<file path="src/rtl/afe_seq_pkg.sv">
// Shared opcodes, state encoding and error codes for the AFE sequence controller.
package afe_seq_pkg;

  localparam logic [3:0] OP_DONE   = 4'd0;
  localparam logic [3:0] OP_SEND   = 4'd1;
  localparam logic [3:0] OP_DELAY  = 4'd2;
  localparam logic [3:0] OP_SETCNT = 4'd3;
  localparam logic [3:0] OP_LOOP   = 4'd4;

  localparam logic [1:0] ERR_NONE       = 2'd0;
  localparam logic [1:0] ERR_BAD_OPCODE = 2'd1;
  localparam logic [1:0] ERR_TIMEOUT    = 2'd2;
  localparam logic [1:0] ERR_ABORT      = 2'd3;

  typedef enum logic [3:0] {
    ST_IDLE,
    ST_FETCH,
    ST_DECODE,
    ST_WAIT_READY,
    ST_TRIGGER,
    ST_HOLD,
    ST_DELAY,
    ST_NEXT,
    ST_DONE,
    ST_ERROR
  } state_t;

  function automatic logic is_busy(input state_t s);
    return !(s inside {ST_IDLE, ST_DONE, ST_ERROR});
  endfunction

endpackage

</file>
<file path="src/rtl/afe_seq_timer.sv">
// Loadable down-counter with a zero flag; decrement saturates at zero.
module afe_seq_timer #(
  parameter int WIDTH = 16
) (
  input  logic             clk,
  input  logic             reset,
  input  logic             load,
  input  logic [WIDTH-1:0] load_value,
  input  logic             dec,
  output logic             zero
);

  logic [WIDTH-1:0] count;

  always_ff @(posedge clk) begin
    if (reset) begin
      count <= '0;
    end else if (load) begin
      count <= load_value;
    end else if (dec && (count != '0)) begin
      count <= count - WIDTH'(1);
    end
  end

  assign zero = (count == '0);

endmodule

</file>
<file path="src/rtl/afe_sequence_controller.sv">
// Walks the AFE command ROM and drives the serial shifter: sends, delays,
// counted loops, ready timeout and abort. All outputs are registered.
module afe_sequence_controller
  import afe_seq_pkg::*;
#(
  parameter int ADDR_WIDTH     = 8,
  parameter int PAYLOAD_WIDTH  = 24,
  parameter int CNT_WIDTH      = 16,
  parameter int TIMEOUT_CYCLES = 4096
) (
  input  logic                       clk,
  input  logic                       reset,
  input  logic                       enable,
  input  logic                       abort,
  output logic [ADDR_WIDTH-1:0]      rom_address,
  input  logic [PAYLOAD_WIDTH+3:0]   rom_data,
  input  logic                       serial_ready,
  output logic [PAYLOAD_WIDTH-1:0]   serial_data,
  output logic                       start_transaction,
  output logic                       busy,
  output logic                       done,
  output logic                       error,
  output logic [1:0]                 error_code
);

  localparam int TO_WIDTH = $clog2(TIMEOUT_CYCLES + 1);
  localparam logic [TO_WIDTH-1:0] TO_LOAD = TO_WIDTH'(TIMEOUT_CYCLES - 1);

  state_t                   state_q, state_d;
  logic [ADDR_WIDTH-1:0]    addr_d;
  logic [PAYLOAD_WIDTH-1:0] serial_d;
  logic [PAYLOAD_WIDTH-1:0] pending_q, pending_d;
  logic [CNT_WIDTH-1:0]     loop_cnt, loop_d;
  logic [1:0]               code_d;

  logic [3:0]               opcode;
  logic [PAYLOAD_WIDTH-1:0] operand;
  logic [CNT_WIDTH-1:0]     operand_cnt;
  logic [CNT_WIDTH-1:0]     delay_value;

  logic delay_load, delay_dec, delay_zero;
  logic to_load, to_dec, to_zero;

  assign opcode      = rom_data[PAYLOAD_WIDTH +: 4];
  assign operand     = rom_data[PAYLOAD_WIDTH-1:0];
  assign operand_cnt = operand[CNT_WIDTH-1:0];
  assign delay_value = operand_cnt - CNT_WIDTH'(1);

  afe_seq_timer #(.WIDTH(CNT_WIDTH)) u_delay_timer (
    .clk        (clk),
    .reset      (reset),
    .load       (delay_load),
    .load_value (delay_value),
    .dec        (delay_dec),
    .zero       (delay_zero)
  );

  afe_seq_timer #(.WIDTH(TO_WIDTH)) u_timeout_timer (
    .clk        (clk),
    .reset      (reset),
    .load       (to_load),
    .load_value (TO_LOAD),
    .dec        (to_dec),
    .zero       (to_zero)
  );

  always_comb begin
    state_d    = state_q;
    addr_d     = rom_address;
    serial_d   = serial_data;
    pending_d  = pending_q;
    loop_d     = loop_cnt;
    code_d     = error_code;
    delay_load = 1'b0;
    delay_dec  = 1'b0;
    to_load    = 1'b0;
    to_dec     = 1'b0;

    case (state_q)
      ST_IDLE: begin
        if (enable) begin
          state_d = ST_FETCH;
          addr_d  = '0;
        end
      end
      ST_FETCH: state_d = ST_DECODE;
      ST_DECODE: begin
        case (opcode)
          OP_SEND: begin
            pending_d = operand;
            to_load   = 1'b1;
            state_d   = ST_WAIT_READY;
          end
          OP_DELAY: begin
            if (operand_cnt == '0) begin
              state_d = ST_NEXT;
            end else begin
              delay_load = 1'b1;
              state_d    = ST_DELAY;
            end
          end
          OP_SETCNT: begin
            loop_d  = operand_cnt;
            state_d = ST_NEXT;
          end
          OP_LOOP: begin
            if (loop_cnt != '0) begin
              loop_d  = loop_cnt - CNT_WIDTH'(1);
              addr_d  = operand[ADDR_WIDTH-1:0];
              state_d = ST_FETCH;
            end else begin
              state_d = ST_NEXT;
            end
          end
          OP_DONE: state_d = ST_DONE;
          default: begin
            state_d = ST_ERROR;
            code_d  = ERR_BAD_OPCODE;
          end
        endcase
      end
      ST_WAIT_READY: begin
        if (serial_ready) begin
          state_d  = ST_TRIGGER;
          serial_d = pending_q;
        end else if (to_zero) begin
          state_d = ST_ERROR;
          code_d  = ERR_TIMEOUT;
        end else begin
          to_dec = 1'b1;
        end
      end
      ST_TRIGGER: state_d = ST_HOLD;
      ST_HOLD:    state_d = ST_NEXT;
      ST_DELAY: begin
        if (delay_zero) state_d = ST_NEXT;
        else            delay_dec = 1'b1;
      end
      ST_NEXT: begin
        if (&rom_address) begin
          state_d = ST_ERROR;
          code_d  = ERR_ABORT;
        end else begin
          addr_d  = rom_address + ADDR_WIDTH'(1);
          state_d = ST_FETCH;
        end
      end
      ST_DONE: begin
        if (!enable) state_d = ST_IDLE;
      end
      ST_ERROR: begin
        if (!enable) begin
          state_d = ST_IDLE;
          code_d  = ERR_NONE;
        end
      end
      default: state_d = ST_IDLE;
    endcase

    // Abort beats every other transition and cancels its side effects.
    if (abort && is_busy(state_q)) begin
      state_d  = ST_ERROR;
      code_d   = ERR_ABORT;
      addr_d   = rom_address;
      serial_d = serial_data;
      loop_d   = loop_cnt;
    end
  end

  always_ff @(posedge clk) begin
    if (reset) begin
      state_q           <= ST_IDLE;
      rom_address       <= '0;
      serial_data       <= '0;
      pending_q         <= '0;
      loop_cnt          <= '0;
      start_transaction <= 1'b0;
      busy              <= 1'b0;
      done              <= 1'b0;
      error             <= 1'b0;
      error_code        <= ERR_NONE;
    end else begin
      state_q           <= state_d;
      rom_address       <= addr_d;
      serial_data       <= serial_d;
      pending_q         <= pending_d;
      loop_cnt          <= loop_d;
      start_transaction <= (state_d == ST_TRIGGER);
      busy              <= is_busy(state_d);
      done              <= (state_d == ST_DONE);
      error             <= (state_d == ST_ERROR);
      error_code        <= code_d;
    end
  end

endmodule

</file>
<file path="config.mk">
export PLATFORM = sky130hd
export DESIGN_NAME = afe_sequence_controller
export DESIGN_NICKNAME = d
export VERILOG_FILES = /design/src/rtl/afe_seq_pkg.sv /design/src/rtl/afe_seq_timer.sv /design/src/rtl/afe_sequence_controller.sv
export SDC_FILE = /design/constraint.sdc
export NUM_CORES = 1
export LEC_CHECK = 0
export ABC_CLOCK_PERIOD_IN_PS = 4100
export BUFFER_PORTS_ARGS = -buffer_cell sky130_fd_sc_hd__buf_2
export CAP_MARGIN = 20
export CORE_ASPECT_RATIO = 0.6
export CORE_UTILIZATION = 50
export CTS_CLUSTER_SIZE = 12
export DETAILED_ROUTE_END_ITERATION = 6
export GPL_ROUTABILITY_DRIVEN = 1
export HOLD_SLACK_MARGIN = 0.12
export PLACE_DENSITY = 0.75
export SYNTH_ARGS = -nofsm -noshare
export SYNTH_HDL_FRONTEND = slang
export SYNTH_SLANG_ARGS = --single-unit
</file>
<file path="constraint.sdc">
create_clock -name clk -period 4.1 [get_ports clk]
set_clock_uncertainty 0.05 [all_clocks]
set_input_delay 0.41 -clock clk [delete_from_list [all_inputs] [get_ports clk]]
set_output_delay 0.41 -clock clk [all_outputs]
set_load 0.03 [all_outputs]
</file>
==> results by group, run 1 <==
Status
  – Status: completed

Global route
  – Initial antenna violation count: 0
  – Number of global-route vias before repair: 5170
  – Global-route wire length before repair: 26200 um
  – Global route overflow: 0
  – Total global-route track usage: 0.275
  – Largest net degree at the start of global routing: 93

Synth
  – #FFs+latches synth: 111
  – Syn avg cell area: 7.60 um^2
  – Synthesis warning total: 0
  – Syn_nets: 803
  – Main synth FF type: dfxtp_1
  – Synth async-reset ratio: 0
  – Seq/Total Area, Yosys: 0.383
  – Syn Inst Count: 764
  – Distinct cells, synth: 64
  – Post-synthesis instance area: 5810 um^2
  – Number of enable flip-flop cells after synthesis: 0

Timing
  – RSZ-0062 raised after global routing: false
  – Final slew viol count: 0
  – Min Clock Period, post-route: 3.70 ns
  – Fin Hold WS: 0.248 ns
  – Final setup vio count: 0
  – Worst slew pin tran: 1.08 ns
  – Final TNS setup: 0 ns
  – Final hold vios: 0
  – Final period util: 0.901
  – Fmax: 271 MHz
  – Rel. slew slack: 0.271

Worst setup path
  – WP data required: 4.30 ns
  – Critical path endpoint category: flip-flop
  – Setup CP Type: input port to flip-flop
  – CP max stage cell: or4_1
  – Worst setup SP type: input port
  – CP startpoint: rom_data[8]
  – Worst path max stage delay: 0.64 ns
  – Reg2reg start: state_q[1]
  – Critical-path cell list: buf_2 > or4_1 > or4b_1 > o21a_1 > mux2i_1 > ha_1 > nor2b_1 > nand3_1 > a2111oi_0 > xor2_1 > nor2_1 > a211oi_1
  – CP arrival: 3.90 ns
  – CP Max Fanout: 7

Min path
  – Tightest Hold Check Type: input port to flip-flop
  – Min-Delay Startpoint: rom_data[23]

Floorplanning
  – Full die area: 12100 um^2
  – Rows: 30
  – Ports: 71
  – Die H: 85.5 um
  – Core ar.: 11300 um^2
  – Initial Utilization: 0.514
  – Die X-Extent: 141 um

Power
  – Power per cell area: 404 nW/um^2
  – Leak Pwr: 2.46 nW
  – VDD IR max: 260 uV

Detailed routing
  – Via count: 5843
  – Drt pass-1 iters: 7
  – Mean routed wirelength per cell: 16.9 um
  – Drt initial violations: 639
  – DRC viols: 0
  – WL final: 16500 um
  – Post-DR vias/cell: 6.00
  – Final ANT Viol Nets: 0

Clock tree
  – # hold bufs at CTS: 0
  – CTS Buf Count: 9
  – Worst-skew pair later-pin latency: 0.34 ns
  – CTS tree: done
  – CTS Buffer Depth: 2
  – H-tree Lvls: 3
  – CTS root buffer: clkbuf_16
  – Post-CTS Setup Inserts: 0
  – # clock sinks: 111
  – Worst-path clk slew: 0.07 ns
  – Post_cts resized: 0

Finish
  – FF/Latch Area: 2220 um^2
  – Fin util: 0.584
  – Fin nets: 849
  – Area delta synth->final: 13.6%
  – Layout cells sized above 1: 0.144
  – Multi-input logic area: 3320 um^2
  – Diodes inserted: 0
  – Most frequent cells in the layout: nand2_1, dfxtp_1, a21oi_1
  – Fillcell total: 1021
  – Commonest non-fill, non-tap cell in the layout: nand2_1

Place
  – Post-DP HPWL: 11700 um
  – Port bufs: 70
  – Routability Congestion: 0.945

Run
  – Maxcap violations: 0
-- sequential cells by signal, summed over array words and instances (netlist names) --
signal                 flops
rom_address                8
pending_q                 24
error_code                 2
u_delay_timer.count       16
state_q                    4
loop_cnt                  16
error                      1
done                       1
busy                       1
start_transaction          1
serial_data               24
u_timeout_timer.count     13
-- path summary, 6_finish.rpt --
kind	endpoint	slack, ns	cells after the start
hold reg to reg	serial_data[15]	0.40	2
setup reg to reg	u_delay_timer.count[10]	0.63	11
hold / removal	pending_q[23]	0.25	3
setup / recovery	u_delay_timer.count[10]	0.40	12
-- Yosys cell counts, types with 8 or more instances --
library cell | count | area share
nand4_1 | 9 | 0.0097
nor4_1 | 11 | 0.012
inv_1 | 15 | 0.0097
clkbuf_1 | 39 | 0.025
nor2_1 | 58 | 0.037
a21oi_1 | 99 | 0.085
a211oi_1 | 15 | 0.019
xnor2_1 | 20 | 0.030
o21ai_0 | 34 | 0.029
nand2_1 | 150 | 0.097
dfxtp_1 | 111 | 0.38
nor3_1 | 19 | 0.016
xor2_1 | 13 | 0.020
nand3_1 | 16 | 0.014
o31ai_1 | 8 | 0.010
-- final cells by class --
type                            count  area share
Tap cell                          160      0.0304
Inverter                           15     0.00854
Multi-Input combinational cell    588       0.503
Sequential cell                   111       0.337
Clock inverter                      3     0.00721
Clock buffer                       12      0.0389
Timing Repair Buffer               85      0.0748
-- power breakdown --
group	switching, mW	internal, mW
registers	0.0679	1.13
logic	0.361	0.198
clock network	0.399	0.510
total	0.828	1.84
-- worst max-delay path: cells and delay by family --
family                     cells  cell delay (ns)
adders and majority gates      1             0.24
xor gates and xnor gates       1             0.19
AOI/OAI and AO/OA              3             1.08
and+or+nand+nor                5             1.67
muxes                          1             0.18
buffers and inverters          1             0.14
-- through the flow --
step	std cells	area, um^2	setup slack (ns)	total power [mW]
detailed placement	958	6270	0.144	1.76
finish	974	6590	0.405	2.67
global route	974	6590	0.123	2.77
floorplan	764	5810	0.334	1.61
global placement	957	6250	0.129	1.75
CTS	973	6580	0.496	2.67
-- cells by family (layout without fill, tap and decap cells) --
kind of cell,Yosys count,after routing,synth area share
fa+ha+maj,6,6,0.0129
xor+xnor,33,33,0.0498
mux,4,4,0.00690
flops,111,111,0.383
buf+inv,65,115,0.0480
compound gates,213,213,0.223
simple gates,332,332,0.276
-- routing by layer --
layer | GRT usage | routed length (um)
met1 | 0.394 | 7750
met2 | 0.419 | 7110
met4 | 0.0711 | 232
met3 | 0.0598 | 1350
met5 | 0 | 0
Power figures use the tool's default switching activity.
==> inputs of run 2 (changes only) <==
--- a/config.mk
+++ b/config.mk
@@ -9,12 +9,13 @@
 export BUFFER_PORTS_ARGS = -buffer_cell sky130_fd_sc_hd__buf_2
 export CAP_MARGIN = 20
 export CORE_ASPECT_RATIO = 0.6
-export CORE_UTILIZATION = 50
+export CORE_UTILIZATION = 59
 export CTS_CLUSTER_SIZE = 12
 export DETAILED_ROUTE_END_ITERATION = 6
 export GPL_ROUTABILITY_DRIVEN = 1
 export HOLD_SLACK_MARGIN = 0.12
-export PLACE_DENSITY = 0.75
+export PLACE_DENSITY = 0.85
 export SYNTH_ARGS = -nofsm -noshare
 export SYNTH_HDL_FRONTEND = slang
+export SYNTH_HIERARCHICAL = 1
 export SYNTH_SLANG_ARGS = --single-unit
==> run 2 against run 1 <==
- sequential share of layout area fell by 1.5 points
- via count rose by 6.1%
- sequential power barely moved
- die area is 8.5% lower
- count of clock-buffer cells in the layout is 3 lower
==> results by group, run 2 <==
Synth
  – Syn avg cell area: 8.00 um^2 (+5.2%)
  – Top post-synthesis cells by area: dfxtp_1, nand2_1, a21oi_1
  – Syn Inst Count: 783 (+2.5%)
  – #FFs+latches synth: 111 (unchanged)
  – Synth async-reset ratio: 0 (unchanged)
  – Synth top area share: 0.355 (-0.0278)
  – Main synth FF type: dfxtp_1
  – Post-synthesis instance area: 6260 um^2 (+7.8%)
  – Distinct cells, synth: 91 (+42%)
  – Synthesis warning total: 6 (+6)
  – Most common cell in the netlist: nand2_1
  – Commonest cells in the netlist: nand2_1, dfxtp_1, a21oi_1, nor2_1, clkbuf_1
  – Synth area leader: dfxtp_1
  – Seq/Total Area, Yosys: 0.355 (-0.0278)
  – Number of enable flip-flop cells after synthesis: 0 (unchanged)

Worst setup path
  – CP arrival: 3.48 ns (-0.42 ns)
  – Setup CP Type: flip-flop to flip-flop
  – WP data required: 4.30 ns (about the same)
  – Worst path max stage delay: 0.49 ns (-0.15 ns)
  – Largest delay share family, worst path: simple AND/OR/NAND/NOR gates
  – CP max stage cell: nor4_1
  – Critical path endpoint category: flip-flop
  – CP Max Fanout: 14 (+7)
  – Buf+Inv Stages, Crit Path: 2 (+1)
  – Worst setup SP type: flip-flop
  – Critical-path cell list: inv_1 > ha_1 > nor3b_1 > and4bb_2 > nor4_1 > buf_4 > or4bb_1 > or3_2 > a311oi_1

Detailed routing
  – Drt initial violations: 750 (+17%)
  – WL final: 17500 um (+6.1%)
  – Final ANT Viol Nets: 0 (unchanged)
  – DRC viols: 0 (unchanged)
  – Via count: 6197 (+6.1%)
  – Post-DR vias/cell: 6.39 (+6.5%)
  – Drt pass-1 iters: 6 (-1)
  – Mean routed wirelength per cell: 18.0 um (+6.6%)

Global route
  – Global-route wire length before repair: 27400 um (+4.8%)
  – Number of global-route vias before repair: 5468 (+5.8%)
  – Initial antenna violation count: 0 (unchanged)
  – Total global-route track usage: 0.317 (+0.0412)
  – Global route overflow: 0 (unchanged)
  – Largest net degree at the start of global routing: 57 (-39%)

Timing
  – Fin Hold WS: 0.237 ns (-0.0105 ns)
  – Final setup vio count: 0 (unchanged)
  – Final TNS setup: 0 ns (unchanged)
  – Final period util: 0.800 (-0.101)
  – Worst slew pin tran: 0.995 ns (-0.0883 ns)
  – Rel. slew slack: 0.335 (+0.0636)
  – Min Clock Period, post-route: 3.28 ns (-0.415 ns)
  – RSZ-0062 raised after global routing: false
  – Fmax: 305 MHz (+13%)
  – Final hold vios: 0 (unchanged)
  – Final slew viol count: 0 (unchanged)

Clock tree
  – Worst-path clk slew: 0.08 ns (about the same)
  – Post_cts resized: 0 (unchanged)
  – CTS Buf Count: 9 (unchanged)
  – # clock sinks: 111 (unchanged)
  – Worst-skew pair later-pin latency: 0.36 ns (+0.02 ns)
  – CTS root buffer: clkbuf_16
  – CTS tree: done
  – # hold bufs at CTS: 0 (unchanged)
  – CTS Buffer Depth: 2 (unchanged)
  – Post-CTS Setup Inserts: 0 (unchanged)
  – H-tree Lvls: 3 (unchanged)

Floorplanning
  – Core ar.: 10100 um^2 (-11%)
  – Full die area: 11000 um^2 (-8.5%)
  – Ports: 71 (unchanged)
  – Die H: 81.8 um (-4.3%)
  – Initial Utilization: 0.621 (+0.107)
  – Die X-Extent: 135 um (-4.3%)
  – Rows: 28 (-6.7%)

Power
  – Overall power: 2.57 mW (-3.5%)
  – VDD IR max: 318 uV (+22%)
  – Power per cell area: 372 nW/um^2 (-7.9%)
  – Leak Pwr: 2.54 nW (+3.1%)

Finish
  – Diodes inserted: 0 (unchanged)
  – FF/Latch Area: 2220 um^2 (unchanged)
  – Area delta synth->final: 10.4%
  – Commonest non-fill, non-tap cell in the layout: nand2_1
  – Multi-input logic area: 3720 um^2 (+12%)
  – Most frequent cells in the layout: nand2_1, dfxtp_1, a21oi_1
  – Top Registers: pending_q x24, serial_data x24
  – Fin util: 0.685 (+0.101)
  – Fillcell total: 814 (-20%)
  – Fin nets: 871 (+2.6%)
  – Layout cells sized above 1: 0.157 (+0.0132)

Min path
  – Tightest Hold Check Type: input port to flip-flop

Place
  – Routability Congestion: 0.988 (+4.5%)
  – Port bufs: 70 (unchanged)
  – Post-DP HPWL: 12100 um (+3.0%)

Status
  – Status: completed

Run
  – Maxcap violations: 0 (unchanged)
## run 2: cell count changes in the layout (fill, tap and decap cells not counted), sizes merged, moves of 10 or more
| cell | before | now |
|---|---|---|
| nor3 | 21 | 35 |
| o31ai | 8 | 18 |
| nand2 | 150 | 130 |
| o211ai | 2 | 14 |
| a21oi | 99 | 83 |
| o21ai | 40 | 15 |
| conb | 0 | 13 |
## run 2: final timing paths
kind	start	to	slack [ns]	cells past startpoint
setup / recovery	u_delay_timer/count[0]	u_delay_timer/count[4]	0.82	9
hold reg to reg	pending_q[23]	serial_data[23]	0.40	2
hold / removal	rom_data[20]	pending_q[20]	0.24	3
setup reg to reg	u_delay_timer/count[0]	u_delay_timer/count[4]	0.82	9
## run 2: area by class of cell
class | count | share of cell area
multi-input combinational | 606 | 0.538
sequential | 111 | 0.322
timing repair buffer | 78 | 0.0608
clock buffer | 9 | 0.0326
tap | 135 | 0.0244
inverter | 24 | 0.0130
clock inverter | 7 | 0.00960
## run 2: metrics by stage
stage	std cells	cell area, um^2	setup WS, ns
after floorplan	794	6300	1.12
after global placement	953	6600	1.11
after detailed placement	953	6600	0.972
after CTS	969	6890	0.941
after global routing	970	6910	0.595
final	970	6910	0.820
## run 2: logic make-up after synthesis
group / synth area share
xor+xnor: 0.0392
simple gates: 0.286
buf+inv: 0.0589
mux: 0.00640
fa+ha+maj: 0.0160
compound gates: 0.238
other cells: 0.00120
flops: 0.355
## run 2: worst register-to-register path: stages, from the launching register on
cell and delay [ns]:
dfxtp_1 0.38, inv_1 0.06, ha_1 0.25, nor3b_1 0.16
and4bb_2 0.36, nor4_1 0.50, buf_4 0.24, or4bb_1 0.44
or3_2 0.45, a311oi_1 0.31
## run 2: power breakdown
| group | switching, mW | internal, mW |
|---|---|---|
| Combinational | 0.321 | 0.188 |
| Sequential | 0.0781 | 1.12 |
| Clock | 0.439 | 0.426 |
| Total | 0.838 | 1.73 |
## run 2: routing by layer
| metal | track usage | wire length, um |
|---|---|---|
| met5 | 0 | 0 |
| met1 | 0.454 | 8000 |
| met2 | 0.481 | 7670 |
| met3 | 0.0599 | 1540 |
| met4 | 0.0955 | 246 |
==> inputs of run 3 (changes only) <==
--- a/config.mk
+++ b/config.mk
@@ -5,7 +5,7 @@
 export SDC_FILE = /design/constraint.sdc
 export NUM_CORES = 1
 export LEC_CHECK = 0
-export ABC_CLOCK_PERIOD_IN_PS = 4100
+export ABC_CLOCK_PERIOD_IN_PS = 3400
 export BUFFER_PORTS_ARGS = -buffer_cell sky130_fd_sc_hd__buf_2
 export CAP_MARGIN = 20
 export CORE_ASPECT_RATIO = 0.6
==> constraint.sdc (replaced) <==
create_clock -name clk -period 3.4 [get_ports clk]
set_clock_uncertainty 0.05 [all_clocks]
set_input_delay 0.34 -clock clk [delete_from_list [all_inputs] [get_ports clk]]
set_output_delay 0.34 -clock clk [all_outputs]
set_load 0.03 [all_outputs]
==> run 3 against run 2 <==
- non-clock buffer count increased by 7
- total power increased by 24%
- die area unchanged
- cell count increased by 0.62%
- first-iteration DRC count decreased by 3.1%
- critical path type unchanged
- clock power increased by 31%
- sequential power increased by 20%
==> results by group, run 3 (same netlist as run 2, synthesis figures left out) <==
Status
  – Status: completed

Detailed routing
  – Via count: 6224 (+0.44%)
  – DRC viols: 0 (unchanged)
  – Drt initial violations: 727 (-3.1%)
  – Final ANT Viol Nets: 0 (unchanged)
  – Drt pass-1 iters: 5 (-1)
  – Post-DR vias/cell: 6.38 (-0.18%)
  – Mean routed wirelength per cell: 17.7 um (-1.5%)
  – WL final: 17300 um (-0.93%)

Clock tree
  – CTS root buffer: clkbuf_16
  – Post-CTS Setup Inserts: 0 (unchanged)
  – CTS tree: done
  – # clock sinks: 111 (unchanged)
  – CTS Buf Count: 9 (unchanged)
  – Worst-path clk slew: 0.07 ns (about the same)
  – Post_cts resized: 0 (unchanged)
  – # hold bufs at CTS: 0 (unchanged)
  – H-tree Lvls: 3 (unchanged)
  – CTS Buffer Depth: 2 (unchanged)
  – Worst-skew pair later-pin latency: 0.34 ns (-0.02 ns)

Run
  – Maxcap violations: 0 (unchanged)

Worst setup path
  – WP data required: 3.60 ns (-0.70 ns)
  – Worst setup SP type: flip-flop
  – Critical path endpoint category: flip-flop
  – Setup CP Type: flip-flop to flip-flop
  – CP Max Fanout: 9 (-5)
  – CP arrival: 3.29 ns (-0.19 ns)

Timing
  – Worst slew pin tran: 0.763 ns (-0.232 ns)
  – Final slew viol count: 0 (unchanged)
  – Final hold vios: 0 (unchanged)
  – Fmax: 323 MHz (+6.1%)
  – Final setup vio count: 0 (unchanged)
  – Final period util: 0.909 (+0.109)
  – Rel. slew slack: 0.490 (+0.155)
  – Min Clock Period, post-route: 3.09 ns (-0.189 ns)
  – Final TNS setup: 0 ns (unchanged)
  – RSZ-0062 raised after global routing: false

Finish
  – Fin util: 0.691 (+0.00632)
  – Fillcell total: 826 (+1.5%)
  – Fin nets: 878 (+0.80%)
  – Most frequent cells in the layout: nand2_1, dfxtp_1, a21oi_1
  – Commonest non-fill, non-tap cell in the layout: nand2_1
  – Layout cells sized above 1: 0.162 (+0.00483)
  – Diodes inserted: 0 (unchanged)
  – Area delta synth->final: 11.4%
  – Top Registers: pending_q x24, serial_data x24

Global route
  – Global-route wire length before repair: 27300 um (-0.35%)
  – Largest net degree at the start of global routing: 62 (+8.8%)
  – Initial antenna violation count: 0 (unchanged)
  – Number of global-route vias before repair: 5498 (+0.55%)
  – Global route overflow: 0 (unchanged)
  – Total global-route track usage: 0.314 (-0.00201)

Floorplanning
  – Rows: 28 (unchanged)
  – Initial Utilization: 0.621 (unchanged)
  – Ports: 71 (unchanged)
  – Core ar.: 10100 um^2 (unchanged)
  – Die X-Extent: 135 um (unchanged)
  – Die H: 81.8 um (unchanged)
  – Full die area: 11000 um^2 (unchanged)

Power
  – VDD IR max: 350 uV (+9.8%)
  – Leak Pwr: 2.57 nW (+1.4%)
  – Power per cell area: 457 nW/um^2 (+23%)

Place
  – Port bufs: 70 (unchanged)
  – Post-DP HPWL: 12000 um (-0.81%)
  – Routability Congestion: 0.959 (-2.9%)

Min path
  – Tightest Hold Check Type: input port to flip-flop
==> run 3: final cells by class <==
class,count,area (um^2),area share
multi-input combinational,606,3720,0.533
clock buffer,10,229,0.0328
sequential,111,2220,0.319
inverter,24,90.1,0.0129
clock inverter,5,81.3,0.0117
tap,135,169,0.0242
timing repair buffer,85,465,0.0668
==> run 3: critical path, cell delays in order, from the launching register on <==
cell	delay, ns
dfxtp_1	0.40
inv_1	0.09
ha_1	0.20
nor4b_2	0.21
nand3_1	0.18
inv_1	0.11
nor3_1	0.24
buf_4	0.17
nand4bb_1	0.30
a2111oi_0	0.64
xnor2_1	0.13
a211oi_1	0.27
==> run 3: worst paths after layout <==
path	startpoint	endpoint	slack [ns]	cells past startpoint
min reg2reg	serial_data[5]	serial_data[5]	0.40	2
max	u_timeout_timer/count[0]	u_timeout_timer/count[10]	0.31	11
max reg2reg	u_timeout_timer/count[0]	u_timeout_timer/count[10]	0.31	11
min	rom_data[21]	pending_q[21]	0.18	3
==> run 3: layer usage <==
metal / track usage / routed length, um / vias to the layer above
li1: - / - / 2939
met1: 0.445 / 7700 / 2905
met2: 0.486 / 7660 / 346
met3: 0.0593 / 1710 / 34
met4: 0.0978 / 226 / 0
met5: 0 / 0 / -
==> run 3: report_power, final <==
group / switching (mW) / total [mW] / internal [mW]
registers: 0.0891 / 1.44 / 1.35
logic: 0.391 / 0.619 / 0.228
clock network: 0.485 / 1.13 / 0.645
==> run 3: stage by stage <==
step                total power, mW  setup slack [ns]  cells  hold WS, ns  instance area (um^2)
floorplan                      1.91             0.425    794        0.367                  6300
detailed placement             2.07             0.441    961        0.394                  6660
finish                         3.19             0.309    976        0.180                  6970
global placement               2.05             0.638    961        0.388                  6660
global route                   3.30            0.0160    976        0.174                  6970
CTS                            3.18             0.331    976        0.179                  6970
